`src/rtl/rvfi_seq_pkg.sv`:
```
// Shared definitions for the RVFI retire sequencer: packed record layout, FSM states
// and small helpers used by the buffer and the top level.
`ifndef RVFI_ILEN
`define RVFI_ILEN 32
`endif
`ifndef RVFI_XLEN
`define RVFI_XLEN 32
`endif

package rvfi_seq_pkg;

    localparam int ILEN = `RVFI_ILEN;
    localparam int XLEN = `RVFI_XLEN;
    localparam int REG_W = 5;

    // Record layout, LSB first: order, insn, trap, halt, intr, rs1, rs2, rd, pc, mem_addr.
    localparam int ORDER_LSB    = 0;
    localparam int ORDER_W      = 64;
    localparam int INSN_LSB     = ORDER_LSB + ORDER_W;
    localparam int TRAP_BIT     = INSN_LSB + ILEN;
    localparam int HALT_BIT     = TRAP_BIT + 1;
    localparam int INTR_BIT     = HALT_BIT + 1;
    localparam int RS1_LSB      = INTR_BIT + 1;
    localparam int RS2_LSB      = RS1_LSB + REG_W;
    localparam int RD_LSB       = RS2_LSB + REG_W;
    localparam int PC_LSB       = RD_LSB + REG_W;
    localparam int MEM_ADDR_LSB = PC_LSB + XLEN;
    localparam int PKT_W        = MEM_ADDR_LSB + XLEN;

    localparam int MAX_NRET = 8;

    typedef enum logic [1:0] {
        RUN   = 2'd0,
        DRAIN = 2'd1,
        DONE  = 2'd2
    } state_t;

    function automatic logic [3:0] popcount_nret(input logic [MAX_NRET-1:0] v);
        logic [3:0] n;
        n = '0;
        for (int i = 0; i < MAX_NRET; i++) begin
            n = n + {3'b000, v[i]};
        end
        return n;
    endfunction

    function automatic logic [ORDER_W-1:0] pkt_order(input logic [PKT_W-1:0] p);
        return p[ORDER_LSB +: ORDER_W];
    endfunction

endpackage

```
`src/rtl/rvfi_seq_fifo.sv`:
```
// Circular buffer with up to NRET compacted writes and one read per cycle.
// The caller guarantees room for every lane set in wr_mask and never reads when empty.
module rvfi_seq_fifo
    import rvfi_seq_pkg::*;
#(
    parameter int NRET  = 2,
    parameter int DEPTH = 8,
    localparam int PTR_W = $clog2(DEPTH),
    localparam int CNT_W = PTR_W + 1
) (
    input  logic                  clock,
    input  logic                  resetn,
    input  logic [NRET-1:0]       wr_mask,
    input  logic [NRET*PKT_W-1:0] wr_data,
    input  logic                  rd_en,
    output logic [PKT_W-1:0]      rd_data,
    output logic [CNT_W-1:0]      count
);

    logic [PKT_W-1:0]    mem [DEPTH];
    logic [PTR_W-1:0]    wr_ptr;
    logic [PTR_W-1:0]    rd_ptr;
    logic [PTR_W-1:0]    slot [NRET];
    logic [MAX_NRET-1:0] mask_ext;
    logic [3:0]          n_wr;

    always_comb begin
        mask_ext = '0;
        mask_ext[NRET-1:0] = wr_mask;
        n_wr = popcount_nret(mask_ext);
    end

    // Each written lane lands after all lower-index written lanes of the same group.
    always_comb begin
        for (int i = 0; i < NRET; i++) begin
            slot[i] = wr_ptr;
            for (int j = 0; j < i; j++) begin
                slot[i] = slot[i] + PTR_W'(wr_mask[j]);
            end
        end
    end

    always_ff @(posedge clock) begin
        for (int i = 0; i < NRET; i++) begin
            if (wr_mask[i]) begin
                mem[slot[i]] <= wr_data[i*PKT_W +: PKT_W];
            end
        end
    end

    always_ff @(posedge clock or negedge resetn) begin
        if (!resetn) begin
            wr_ptr <= '0;
            rd_ptr <= '0;
            count  <= '0;
        end else begin
            wr_ptr <= wr_ptr + PTR_W'(n_wr);
            if (rd_en) begin
                rd_ptr <= rd_ptr + PTR_W'(1);
            end
            count <= count + CNT_W'(n_wr) - CNT_W'(rd_en);
        end
    end

    assign rd_data = mem[rd_ptr];

endmodule

```
`src/rtl/rvfi_retire_sequencer.sv`:
```
// Serializes an NRET-wide RVFI retire bus into one in-order stream, checks order contiguity
// and stops intake once a halting instruction has been accepted.
module rvfi_retire_sequencer
    import rvfi_seq_pkg::*;
#(
    parameter int NRET  = 2,
    parameter int DEPTH = 8
) (
    input  logic                  clock,
    input  logic                  resetn,
    input  logic [NRET-1:0]       in_valid,
    input  logic [NRET*PKT_W-1:0] in_pkt,
    output logic                  in_ready,
    output logic                  out_valid,
    input  logic                  out_ready,
    output logic [PKT_W-1:0]      out_pkt,
    output logic                  order_err,
    output logic                  drop_err,
    output logic                  done,
    output state_t                state
);

    localparam int PTR_W = $clog2(DEPTH);
    localparam int CNT_W = PTR_W + 1;
    localparam logic [CNT_W-1:0] DEPTH_C = CNT_W'(DEPTH);
    localparam logic [CNT_W-1:0] NRET_C  = CNT_W'(NRET);

    // Handshakes: a group transfers on an edge where in_ready=1 and any in_valid bit is set;
    // the head transfers where out_valid=1 and out_ready=1. Readiness never looks at valid.
    state_t             state_q;
    state_t             state_d;
    logic [CNT_W-1:0]   count;
    logic [PKT_W-1:0]   head;
    logic [NRET-1:0]    wr_mask;
    logic               halt_hit;
    logic               lane_drop;
    logic               accept;
    logic               pop;
    logic [ORDER_W-1:0] expect_order;
    logic               expect_vld;

    assign in_ready  = resetn && (state_q == RUN) && ((DEPTH_C - count) >= NRET_C);
    assign accept    = in_ready && (|in_valid);
    assign out_valid = (count != '0) && (state_q != DONE);
    assign pop       = out_valid && out_ready;
    assign out_pkt   = out_valid ? head : '0;
    assign state     = state_q;

    // Lanes above the first halting lane are discarded rather than stored.
    always_comb begin
        wr_mask   = '0;
        halt_hit  = 1'b0;
        lane_drop = 1'b0;
        for (int i = 0; i < NRET; i++) begin
            if (in_valid[i]) begin
                if (halt_hit) begin
                    lane_drop = 1'b1;
                end else begin
                    wr_mask[i] = accept;
                    halt_hit   = in_pkt[i*PKT_W + HALT_BIT];
                end
            end
        end
    end

    rvfi_seq_fifo #(
        .NRET  (NRET),
        .DEPTH (DEPTH)
    ) u_fifo (
        .clock   (clock),
        .resetn  (resetn),
        .wr_mask (wr_mask),
        .wr_data (in_pkt),
        .rd_en   (pop),
        .rd_data (head),
        .count   (count)
    );

    always_comb begin
        state_d = state_q;
        done    = 1'b0;
        case (state_q)
            RUN: begin
                if (accept && halt_hit) begin
                    state_d = DRAIN;
                end
            end
            DRAIN: begin
                if ((count == '0) || ((count == CNT_W'(1)) && pop)) begin
                    state_d = DONE;
                end
            end
            DONE: begin
                done = 1'b1;
            end
            default: begin
                state_d = RUN;
            end
        endcase
    end

    always_ff @(posedge clock or negedge resetn) begin
        if (!resetn) begin
            state_q      <= RUN;
            expect_vld   <= 1'b0;
            expect_order <= '0;
            order_err    <= 1'b0;
            drop_err     <= 1'b0;
        end else begin
            state_q <= state_d;
            if (pop) begin
                if (expect_vld && (pkt_order(head) != expect_order)) begin
                    order_err <= 1'b1;
                end
                expect_order <= pkt_order(head) + 64'd1;
                expect_vld   <= 1'b1;
            end
            if (accept && lane_drop) begin
                drop_err <= 1'b1;
            end
        end
    end

endmodule
```
`config.mk`:
```
export PLATFORM = sky130hd
export DESIGN_NAME = rvfi_retire_sequencer
export DESIGN_NICKNAME = d
export VERILOG_FILES = /design/src/rtl/rvfi_seq_pkg.sv /design/src/rtl/rvfi_seq_fifo.sv /design/src/rtl/rvfi_retire_sequencer.sv
export SDC_FILE = /design/constraint.sdc
export NUM_CORES = 2
export LEC_CHECK = 0
export BUFFER_PORTS_ARGS = -buffer_cell sky130_fd_sc_hd__clkbuf_2
export CORE_ASPECT_RATIO = 1.75
export CORE_UTILIZATION = 31
export CTS_CLUSTER_DIAMETER = 30
export CTS_CLUSTER_SIZE = 20
export DETAILED_ROUTE_END_ITERATION = 7
export PLACE_DENSITY = 0.52
export SYNTH_ARGS = -nofsm -noshare
export SYNTH_HDL_FRONTEND = slang
export SYNTH_SLANG_ARGS = --single-unit
```
`constraint.sdc`:
```
create_clock -name clock -period 27.9 [get_ports clock]
set_input_delay 1.395 -clock clock [delete_from_list [all_inputs] [get_ports clock]]
set_output_delay 1.395 -clock clock [all_outputs]
set_load 0.005 [all_outputs]
```
==> run metrics <==
required time of the worst setup path 26.50 ns; post-synthesis instance area 76500 sq um; count of antenna-violating nets left after detailed routing 0; number of hold violations in the final report 0; post-synth cell types 67; fraction of layout instances using a drive strength above 1 between 50% and 60%; post-synthesis compound-gate area fraction less than 1%; worst-case headroom to the max-slew limit 18.0%; CTS Sinks roughly 1500; post-CTS setup repair buffer count 0; number of H-tree levels 5; synthesized-area fraction occupied by adder cells 0.298%; Starting Density between 30% and 40%; detailed-router iteration count before antenna repair 6; vias post-DR approximately 45000; clock tree skew after final layout approximately 0.065 ns; power after layout roughly 9.7 mW; Static Leakage ~32 nW; leading cell type in the layout, fill and taps excluded sky130_fd_sc_hd__mux2_2; number of buffers created by CTS a little over 300; die span in y approximately 660 um; drt via density ~5.2; share of async-settable or async-resettable flops after synthesis 5.26%; mean routed wirelength per cell approximately 29 um; main combinational cell family by area after synthesis multiplexers; run status complete, no violations; buffer cell driving the clock tree root sky130_fd_sc_hd__clkbuf_16; capturing element type of the critical path output pin; most common flop cell mapped by yosys sky130_fd_sc_hd__edfxtp_1; cells resized by post-CTS repair 0; First DRT Iteration DRCs just under 3000; buffer levels on the longest clock path 4; arrival time worst endpoint approximately 5.6 ns; multiplexer area fraction after synthesis approximately a third; final setup vio count 0; commonest cells after routing, fill and taps aside sky130_fd_sc_hd__mux2_2, sky130_fd_sc_hd__edfxtp_1, sky130_fd_sc_hd__clkbuf_2, sky130_fd_sc_hd__mux4_2, sky130_fd_sc_hd__clkbuf_16; residual DRC count 0; mean cell area of the mapped netlist approximately 17 sq um; antenna violations before repair 89; Die Wd 377 um; clock-pin transition on the worst setup and hold timing paths 0.04 ns; hold slack final ~0.47 ns; total track usage approximately 20%; fraction of the yosys area taken by sequential cells around 58%; Layout Utilization 38.1%; floorplan row count 240; Area Growth Syn to Fin 22.0%; Met3 Wirelength between 15 and 20 mm; minimum clock period around 7.0 ns; placer congestion estimate approximately 0.84; number of flops mapped to enable cells by yosys around 1400; count of hold buffers inserted by post-cts repair 0; final global-route overflow total 0; placeable core region approximately 240000 sq um; register-to-register path setup slack approximately 22 ns; clk_lat worst skew 0.84 ns; vias in the first global route between 40000 and 50000; nature of the critical path startpoint register; Max Cap Violations 0; HPWL after DPL ~140 mm; largest net degree at the start of global routing between 100 and 150; number of buffers added on ports ~550; fraction of synthesized cell area in xor and xnor cells 1.20%; crit-path max FO 36; Cells after DPL 8123; slew at the pin with the worst max-slew slack roughly 1.2 ns; Synth top area share 55.9%; warning count from the yosys run 0; leading post-synthesis cells by cell area sky130_fd_sc_hd__edfxtp_1, sky130_fd_sc_hd__mux2_2, sky130_fd_sc_hd__mux4_2, sky130_fd_sc_hd__dfrtp_1, sky130_fd_sc_hd__mux2i_1; Top Layer Used met5; Peak VDD IR between 80 and 90 uV; sum of negative setup slack 0 ns; number of nets in the finished design around 5500; setup repair after global routing missed its margin false; met2 wire length 126 mm; overall die area roughly 250000 sq um; power density over the cells roughly 100 nW/um^2; Fmax roughly 140 MHz; share of the cycle needed by the critical path after routing between 20% and 30%; final slew viol count 0; gate count after technology mapping 4510; I/O pin count about 550; wire length of the first global-routing pass about 360 mm; cell taking the most area after synthesis sky130_fd_sc_hd__edfxtp_1; nets in the synthesized netlist 4888; number of synthesized register bits 1503; clock tree from TritonCTS built; Synth Area in Simple Gates a little over 3%; drt total wl 255 mm; type of the most critical hold path register to register; crit path kind register to output pin; final cell count without fillers 8710; post-route met1 wirelength roughly 100 mm
## registers in the layout, summed over array words and instances (netlist names)
name and count:
drop_err 1, expect_order 64, expect_vld 1, order_err 1, state 2, u_fifo.count 4, u_fifo.mem 1424, u_fifo.rd_ptr 3
u_fifo.wr_ptr 3
## cells by family after synthesis
group / count (synthesis)
compound gates: 99
flops: 1503
mux: 1967
xor+xnor: 105
fa+ha+maj: 17
simple gates: 495
buf+inv: 324
## worst paths after layout
kind / from / end / cells after the start
min: drop_err / drop_err / 1
min reg2reg: drop_err / drop_err / 1
max reg2reg: u_fifo.rd_ptr[0] / order_err / 11
max: u_fifo.rd_ptr[0] / out_pkt[45] / 7
max in group asynchronous: resetn / u_fifo.rd_ptr[0] / 2
min in group asynchronous: resetn / u_fifo.count[1] / 1
## stage by stage
step           cell area, sq um  setup slack [ns]
6_report                  93300             20.89
5_1_grt                   93300             20.42
4_1_cts                   93300             20.59
3_5_place_dp              82900             21.26
3_3_place_gp              82900             21.20
2_1_floorplan             76500             12.05
## per-layer routing
layer | vias to the layer above | GRT usage [%]
met5 | - | 0
li1 | 19600 | -
met2 | 1369 | 34.6
met3 | 517 | 5.71
met4 | 94 | 6.29
met1 | 23800 | 24.4
## cells in the mapped netlist (6+ instances only)
master and count:
sky130_fd_sc_hd__dfrtp_1 79, sky130_fd_sc_hd__buf_4 15, sky130_fd_sc_hd__edfxtp_1 1424, sky130_fd_sc_hd__nor3_1 23, sky130_fd_sc_hd__o21ai_0 38, sky130_fd_sc_hd__o31ai_1 10
sky130_fd_sc_hd__nor2_1 228, sky130_fd_sc_hd__buf_2 14, sky130_fd_sc_hd__xor2_1 55, sky130_fd_sc_hd__nand3_1 25, sky130_fd_sc_hd__clkbuf_1 173, sky130_fd_sc_hd__ha_1 15
sky130_fd_sc_hd__mux4_2 324, sky130_fd_sc_hd__nand4_1 20, sky130_fd_sc_hd__buf_1 77, sky130_fd_sc_hd__buf_6 9, sky130_fd_sc_hd__or2_2 10, sky130_fd_sc_hd__or3_1 16
sky130_fd_sc_hd__a221o_1 7, sky130_fd_sc_hd__nor4_1 31, sky130_fd_sc_hd__mux2i_1 172, sky130_fd_sc_hd__inv_1 22, sky130_fd_sc_hd__mux2_2 1433, sky130_fd_sc_hd__a22oi_1 8
sky130_fd_sc_hd__buf_12 8, sky130_fd_sc_hd__mux4_1 32, sky130_fd_sc_hd__nand2_1 90, sky130_fd_sc_hd__xnor2_1 50, sky130_fd_sc_hd__mux2i_2 6, sky130_fd_sc_hd__nand2b_1 10
sky130_fd_sc_hd__a21oi_1 7, sky130_fd_sc_hd__or4_1 10
## critical path, stage by stage, from the launching register on
cell                       delay (ns)
sky130_fd_sc_hd__dfrtp_4         0.91
sky130_fd_sc_hd__buf_4           0.76
sky130_fd_sc_hd__buf_4           0.73
sky130_fd_sc_hd__buf_4           0.72
sky130_fd_sc_hd__mux4_2          0.58
sky130_fd_sc_hd__mux2i_1         0.71
sky130_fd_sc_hd__nor2_1          0.10
sky130_fd_sc_hd__clkbuf_2        0.15
## area by class of cell
cell class              instances  area (sq um)
diodes                         27          67.6
well taps                    3267          4090
flip-flops and latches       1503         44700
inverters                      23          86.3
repair buffers                647          3610
clock buffers                 358          8090
clock inverters               202          2260
fillers                     22900        151000
multi-input cells            2683         30400
## report_power, final
group	switching, mW	internal (mW)	leakage [nW]	total (mW)
Sequential	0.128	2.79	13.8	2.92
Combinational	1.86	1.26	13.5	3.12
Clock	1.27	2.42	4.99	3.69
Total	3.26	6.47	32.3	9.73
Power figures use the tool's default switching activity.
